$ cat src/rtl/chan_readout_arb_if.sv
// Handshake/status bundle between the readout arbiter and the channel readout fabric.
interface chan_readout_arb_if #(parameter int NCH = 7);
  logic           START;
  logic [NCH-1:0] DAVACT;
  logic [NCH-1:0] KILL;
  logic [NCH-1:0] FIFORDY_B;
  logic           LAST;
  logic [NCH-1:0] OE;
  logic           BUSY;
  logic           DONE;
  logic           TMO;
  logic [NCH-1:0] DATANOEND;
  logic [NCH-1:0] DAVNODATA;

  modport master (
    output START, DAVACT, KILL, FIFORDY_B, LAST,
    input  OE, BUSY, DONE, TMO, DATANOEND, DAVNODATA
  );

  modport slave (
    input  START, DAVACT, KILL, FIFORDY_B, LAST,
    output OE, BUSY, DONE, TMO, DATANOEND, DAVNODATA
  );
endinterface

$ cat src/rtl/chan_readout_arb.sv
// Per-event channel readout arbiter: hold-off, one-hot read enable, per-channel timeout.
// Define RR_ARB_EN for round-robin selection; default is fixed priority.
module chan_readout_arb #(
  parameter int NCH      = 7,
  parameter int NHI      = 2,
  parameter int HOLD_CYC = 448,
  parameter int TMO_W    = 12
) (
  input  logic              CLKCMS,
  input  logic              pop_rst,
  chan_readout_arb_if.slave bus
);
  localparam int SW = $clog2(NCH);
  localparam int HW = (HOLD_CYC < 2) ? 1 : $clog2(HOLD_CYC);

  typedef enum logic [2:0] {IDLE, HOLD, SELECT, READ, GAP, FINISH} state_t;

  state_t           state_q, state_d;
  logic [NCH-1:0]   act_q, act_d;
  logic [NCH-1:0]   oe_q, oe_d;
  logic [NCH-1:0]   dne_q, dne_d;
  logic [NCH-1:0]   dnd_q, dnd_d;
  logic             busy_q, busy_d;
  logic             done_q, done_d;
  logic             tmo_q, tmo_d;
  logic [HW-1:0]    hcnt_q, hcnt_d;
  logic [TMO_W-1:0] tcnt_q, tcnt_d;
  logic [SW-1:0]    sel_q, sel_d;
  logic [SW-1:0]    pick;
  logic             pick_vld;
`ifdef RR_ARB_EN
  logic [SW-1:0]    ptr_q, ptr_d;
  logic [SW-1:0]    idx;
`endif

  // Arbitration over still-pending channels.
  always_comb begin
    pick     = '0;
    pick_vld = 1'b0;
`ifdef RR_ARB_EN
    idx = ptr_q;
    for (int k = 0; k < NCH; k++) begin
      idx = (idx == SW'(NCH-1)) ? '0 : idx + 1'b1;
      if (!pick_vld && act_q[idx]) begin
        pick_vld = 1'b1;
        pick     = idx;
      end
    end
`else
    for (int i = NCH-1; i >= NCH-NHI; i--) begin
      if (!pick_vld && act_q[i]) begin
        pick_vld = 1'b1;
        pick     = SW'(i);
      end
    end
    for (int i = 0; i < NCH-NHI; i++) begin
      if (!pick_vld && act_q[i]) begin
        pick_vld = 1'b1;
        pick     = SW'(i);
      end
    end
`endif
  end

  always_comb begin
    state_d = state_q;
    act_d   = act_q;
    oe_d    = oe_q;
    dne_d   = dne_q;
    dnd_d   = dnd_q;
    busy_d  = busy_q;
    done_d  = 1'b0;
    tmo_d   = 1'b0;
    hcnt_d  = hcnt_q;
    tcnt_d  = tcnt_q;
    sel_d   = sel_q;
`ifdef RR_ARB_EN
    ptr_d   = ptr_q;
`endif
    case (state_q)
      IDLE: begin
        if (bus.START) begin
          state_d = HOLD;
          act_d   = bus.DAVACT & ~bus.KILL;
          dne_d   = '0;
          dnd_d   = '0;
          busy_d  = 1'b1;
          hcnt_d  = '0;
        end
      end
      HOLD: begin
        // Channels whose FIFO is still not ready after hold-off are flagged and dropped.
        if (hcnt_q == HW'(HOLD_CYC-1)) begin
          dnd_d   = act_q & bus.FIFORDY_B;
          act_d   = act_q & ~bus.FIFORDY_B;
          state_d = SELECT;
        end else begin
          hcnt_d = hcnt_q + 1'b1;
        end
      end
      SELECT: begin
        if (!pick_vld) begin
          state_d = FINISH;
        end else begin
          sel_d       = pick;
          oe_d        = '0;
          oe_d[pick]  = 1'b1;
          tcnt_d      = '0;
          state_d     = READ;
`ifdef RR_ARB_EN
          ptr_d       = pick;
`endif
        end
      end
      READ: begin
        // LAST takes precedence over a timeout landing on the same cycle.
        if (bus.LAST) begin
          act_d[sel_q] = 1'b0;
          oe_d         = '0;
          state_d      = GAP;
        end else if (tcnt_q == '1) begin
          dne_d[sel_q] = 1'b1;
          act_d[sel_q] = 1'b0;
          oe_d         = '0;
          tmo_d        = 1'b1;
          state_d      = GAP;
        end else begin
          tcnt_d = tcnt_q + 1'b1;
        end
      end
      GAP:     state_d = SELECT;
      FINISH: begin
        done_d  = 1'b1;
        busy_d  = 1'b0;
        state_d = IDLE;
      end
      default: state_d = IDLE;
    endcase
  end

  always_ff @(posedge CLKCMS or posedge pop_rst) begin
    if (pop_rst) begin
      state_q <= IDLE;
      act_q   <= '0;
      oe_q    <= '0;
      dne_q   <= '0;
      dnd_q   <= '0;
      busy_q  <= 1'b0;
      done_q  <= 1'b0;
      tmo_q   <= 1'b0;
      hcnt_q  <= '0;
      tcnt_q  <= '0;
      sel_q   <= '0;
`ifdef RR_ARB_EN
      ptr_q   <= SW'(NCH-1);
`endif
    end else begin
      state_q <= state_d;
      act_q   <= act_d;
      oe_q    <= oe_d;
      dne_q   <= dne_d;
      dnd_q   <= dnd_d;
      busy_q  <= busy_d;
      done_q  <= done_d;
      tmo_q   <= tmo_d;
      hcnt_q  <= hcnt_d;
      tcnt_q  <= tcnt_d;
      sel_q   <= sel_d;
`ifdef RR_ARB_EN
      ptr_q   <= ptr_d;
`endif
    end
  end

  assign bus.OE        = oe_q;
  assign bus.BUSY      = busy_q;
  assign bus.DONE      = done_q;
  assign bus.TMO       = tmo_q;
  assign bus.DATANOEND = dne_q;
  assign bus.DAVNODATA = dnd_q;
endmodule

$ cat src/flat_wrapper.sv
// flat-port wrapper written by rule: the top's interface ports become plain ports
module chan_readout_arb_flat 
#(
  parameter int NCH      = 7,
  parameter int NHI      = 2,
  parameter int HOLD_CYC = 448,
  parameter int TMO_W    = 12
)
  (CLKCMS, pop_rst, bus_START, bus_DAVACT, bus_KILL, bus_FIFORDY_B, bus_LAST, bus_OE, bus_BUSY, bus_DONE, bus_TMO, bus_DATANOEND, bus_DAVNODATA);
  chan_readout_arb_if #(.NCH(NCH)) bus_i ();
  input  logic CLKCMS;
  input  logic pop_rst;
  input wire logic [$bits(bus_i.START)-1:0] bus_START;
  input wire logic [$bits(bus_i.DAVACT)-1:0] bus_DAVACT;
  input wire logic [$bits(bus_i.KILL)-1:0] bus_KILL;
  input wire logic [$bits(bus_i.FIFORDY_B)-1:0] bus_FIFORDY_B;
  input wire logic [$bits(bus_i.LAST)-1:0] bus_LAST;
  output wire logic [$bits(bus_i.OE)-1:0] bus_OE;
  output wire logic [$bits(bus_i.BUSY)-1:0] bus_BUSY;
  output wire logic [$bits(bus_i.DONE)-1:0] bus_DONE;
  output wire logic [$bits(bus_i.TMO)-1:0] bus_TMO;
  output wire logic [$bits(bus_i.DATANOEND)-1:0] bus_DATANOEND;
  output wire logic [$bits(bus_i.DAVNODATA)-1:0] bus_DAVNODATA;
  assign bus_i.START = bus_START;
  assign bus_i.DAVACT = bus_DAVACT;
  assign bus_i.KILL = bus_KILL;
  assign bus_i.FIFORDY_B = bus_FIFORDY_B;
  assign bus_i.LAST = bus_LAST;
  assign bus_OE = bus_i.OE;
  assign bus_BUSY = bus_i.BUSY;
  assign bus_DONE = bus_i.DONE;
  assign bus_TMO = bus_i.TMO;
  assign bus_DATANOEND = bus_i.DATANOEND;
  assign bus_DAVNODATA = bus_i.DAVNODATA;
  chan_readout_arb #(.NCH(NCH), .NHI(NHI), .HOLD_CYC(HOLD_CYC), .TMO_W(TMO_W)) u_core (.CLKCMS(CLKCMS), .pop_rst(pop_rst), .bus(bus_i));
endmodule
$ cat config.mk
export PLATFORM = sky130hd
export DESIGN_NAME = chan_readout_arb_flat
export DESIGN_NICKNAME = d
export VERILOG_FILES = /design/src/rtl/chan_readout_arb_if.sv /design/src/rtl/chan_readout_arb.sv /design/src/flat_wrapper.sv
export SDC_FILE = /design/constraint.sdc
export NUM_CORES = 1
export LEC_CHECK = 0
export ABC_AREA = 0
export ABC_CLOCK_PERIOD_IN_PS = 5550
export BUFFER_PORTS_ARGS = -buffer_cell sky130_fd_sc_hd__buf_4
export CELL_PAD_IN_SITES_DETAIL_PLACEMENT = 1
export CELL_PAD_IN_SITES_GLOBAL_PLACEMENT = 1
export CORE_MARGIN = 2
export CORE_UTILIZATION = 35
export CTS_CLUSTER_DIAMETER = 200
export DETAILED_ROUTE_END_ITERATION = 8
export GPL_TIMING_DRIVEN = 0
export PLACE_DENSITY_LB_ADDON = 0.05
export SLEW_MARGIN = 20
export SYNTH_ARGS = -nofsm -noshare
export SYNTH_HDL_FRONTEND = slang
export SYNTH_SLANG_ARGS = --single-unit
$ cat constraint.sdc
create_clock -name CLKCMS -period 5.55 [get_ports CLKCMS]
set_clock_uncertainty 0.1 [all_clocks]
set_input_delay 0.555 -clock CLKCMS [delete_from_list [all_inputs] [get_ports CLKCMS]]
set_output_delay 0.555 -clock CLKCMS [all_outputs]
set_load 0.02 [all_outputs]
==> results.yml <==
run_status:
  outcome: "complete, no violations"
route:
  via_count: 2713
  routed_via_density: 5.61
  drt_iter0_drc: 104
  drc_errors: 0
  dr.pass1.iters: 4
  wl_per_cell_um: 18.0
  wl_mm: 8.73
  ant_nets: 0
sta:
  fin_crit_ns: 2.60
  worst_slew_pin_slew_ns: 0.930
  rsz0062_at_grt: "no"
  holdWs_ns: 0.0338
  hold_viol_final: 0
  maxSlewViolCount: 0
  tns_ns: 0
  period_share_pct: 46.9
  relSlewSlack_pct: 37.5
  setup_violations: 0
  fmax_ghz: 0.384
flow_run:
  max_cap_violations: 0
setup_path:
  end_kind: "flop"
  required_ns: 5.65
  worst-r2r-setup-slack_ns: 2.95
  crit_fanout: 10
  reg2regPathDepth: 5
  worstPathArrival_ns: 2.70
  start_kind: "flop"
  path_class: "flop to flop"
logic_synthesis:
  synth_area_per_cell_um2: 10.0
  syn_area_um2: 3120
  ys_types: 64
  synth-seq-area-share_pct: 46.5
  synth-seq-cells: 58
  synth_edf_count: 0
  synth_top_flop_cell: "dfrtp_1"
  async_reset_ff_share_pct: 100
  synth_nets: 339
  ys_warn_count: 0
  netlist_instances: 312
placement:
  place.gp.congestion: 0.792
  place_inst: 469
  postPlaceCellArea_um2: 3640
  dp_hpwl_mm: 6.36
  port_buffers: 48
floorplanning:
  core_um2: 8680
  die-area_um2: 9680
  io_pins: 49
  start_util_pct: 35.9
  fp.dieH_um: 98.4
  die_w_um: 98.4
  fp-row-count: 34
cells_and_area:
  diodes: 0
  final_util_pct: 44.3
  final_cell_mix: "dfrtp_1 (58), buf_4 (49), nor2_1 (28), a21oi_1 (17), nand3_1 (15)"
  instances_no_fill: 484
  fin_nets: 399
  final_area_um2: 3850
  layout-area-overhead-vs-synth_pct: 23.4
  layout_commonest_cell: "dfrtp_1"
  drive_gt1_share_pct: 22.9
grt:
  grt_max_degree: 46
  grt_overflow: 0
  grt_first_pass_wirelength_mm: 14.8
  antenna_found_initial: 0
  grt_pass1_vias: 2780
  grt_usage_pct: 19.1
clock_tree:
  clk_latency_ns: 0.34
  cts-root-buf: "clkbuf_8"
  cts_tree: "done"
  path_clk_slew_ns: 0.07
  htree_num_levels: 3
  cts.hold.buffers_added: 0
  post-cts-setup-buffers: 0
  cts_buffer_depth: 2
  cts_buffers: 9
  clock_sinks: 58
  cts-resized-gates: 0
pwr:
  ir_worst_vdd_uv: 203
  power.leakage_uw: 0.00180
  power_density_nw_per_um2: 482
min_path:
  holdCritPathClass: "input pin to async pin"
cell type report:
class | instances | area [um^2]
multi-input combinational | 228 | 1540
fill | 1009 | 4830
clock buffer | 13 | 169
buffer | 19 | 97.6
tap | 108 | 135
clock inverter | 2 | 35.0
sequential | 58 | 1450
inverter | 7 | 28.8
timing repair buffer | 49 | 388
per-layer routing:
layer	up-vias	GRT usage [%]	wire length [um]
met3	7	4.01	342
met1	1362	27.3	4330
met2	52	29.4	3980
met5	-	0	0
li1	1292	-	-
met4	0	5.48	76
path summary, 6_finish.rpt:
kind	endpoint	start
setup / recovery	u_core.tcnt_q[3]	u_core.state_q[0]
hold / removal	u_core.hcnt_q[6]	pop_rst
setup reg to reg	u_core.tcnt_q[3]	u_core.state_q[0]
hold reg to reg	u_core.bus.DAVNODATA[2]	u_core.bus.DAVNODATA[2]
max in group asynchronous	u_core.bus.DAVNODATA[5]	pop_rst
min in group CLKCMS	u_core.state_q[0]	bus_START
through the flow:
stage                     total power, uW  worst slack, ns
after floorplan                      1180             3.28
after global placement               1440             2.52
after detailed placement             1460             2.91
after CTS                            1880             2.92
after global routing                 1990             2.69
final                                1850             2.95
cells in the mapped netlist, drive strengths merged, types with 2 or more instances:
library cell | count | area, um^2
a21oi | 17 | 85.1
a221o | 4 | 40.0
a22o | 3 | 26.3
a2bb2oi | 3 | 32.5
a311oi | 2 | 17.5
a31o | 2 | 17.5
a31oi | 11 | 68.8
a41o | 2 | 20.0
a41oi | 10 | 106
and2 | 2 | 12.5
and3 | 14 | 87.6
and4 | 2 | 17.5
buf | 10 | 63.8
clkbuf | 9 | 33.8
dfrtp | 58 | 1450
ha | 2 | 25.0
inv | 7 | 26.3
mux2 | 11 | 124
mux2i | 2 | 20.0
nand2 | 12 | 45.0
nand2b | 6 | 37.5
nand3 | 15 | 75.1
nand3b | 2 | 15.0
nand4 | 5 | 31.3
nor2 | 28 | 105
nor2b | 12 | 75.1
nor3 | 8 | 45.0
nor3b | 3 | 27.5
nor4 | 2 | 18.8
o211ai | 2 | 15.0
o21ai | 12 | 60.1
o22ai | 2 | 12.5
o31ai | 4 | 30.0
or2 | 3 | 18.8
or3b | 2 | 17.5
or4 | 2 | 18.8
xnor2 | 2 | 17.5
xor2 | 5 | 43.8
critical path: stages (launching register included):
cell,delay [ns]
dfrtp_1,0.48
clkbuf_1,0.39
nand3b_1,0.41
nor2_1,0.48
a2bb2oi_2,0.42
a31oi_1,0.16
registers in the layout (all words and copies together) (netlist names):
register and cells:
u_core.tcnt_q 12, u_core.hcnt_q 9, u_core.act_q 7, u_core.bus.DATANOEND 7, u_core.bus.DAVNODATA 7, u_core.bus.OE 7
u_core.sel_q 3, u_core.state_q 3, u_core.bus.BUSY 1, u_core.bus.DONE 1, u_core.bus.TMO 1
power breakdown:
part | total, uW | leakage (uW) | switching (uW) | internal [uW]
clock | 410 | 0.000106 | 169 | 241
combinational | 813 | 0.000912 | 489 | 324
sequential | 632 | 0.000779 | 108 | 524
kinds of logic after synthesis:
family          Yosys count  synth area share [%]
simple gates            121                  21.8
compound gates           85                  20.3
fa+ha+maj                 2                 0.802
buf+inv                  26                  3.97
xor+xnor                  7                  1.97
mux                      13                  4.61
flops                    58                  46.5
(Power assumes the default switching activity.)
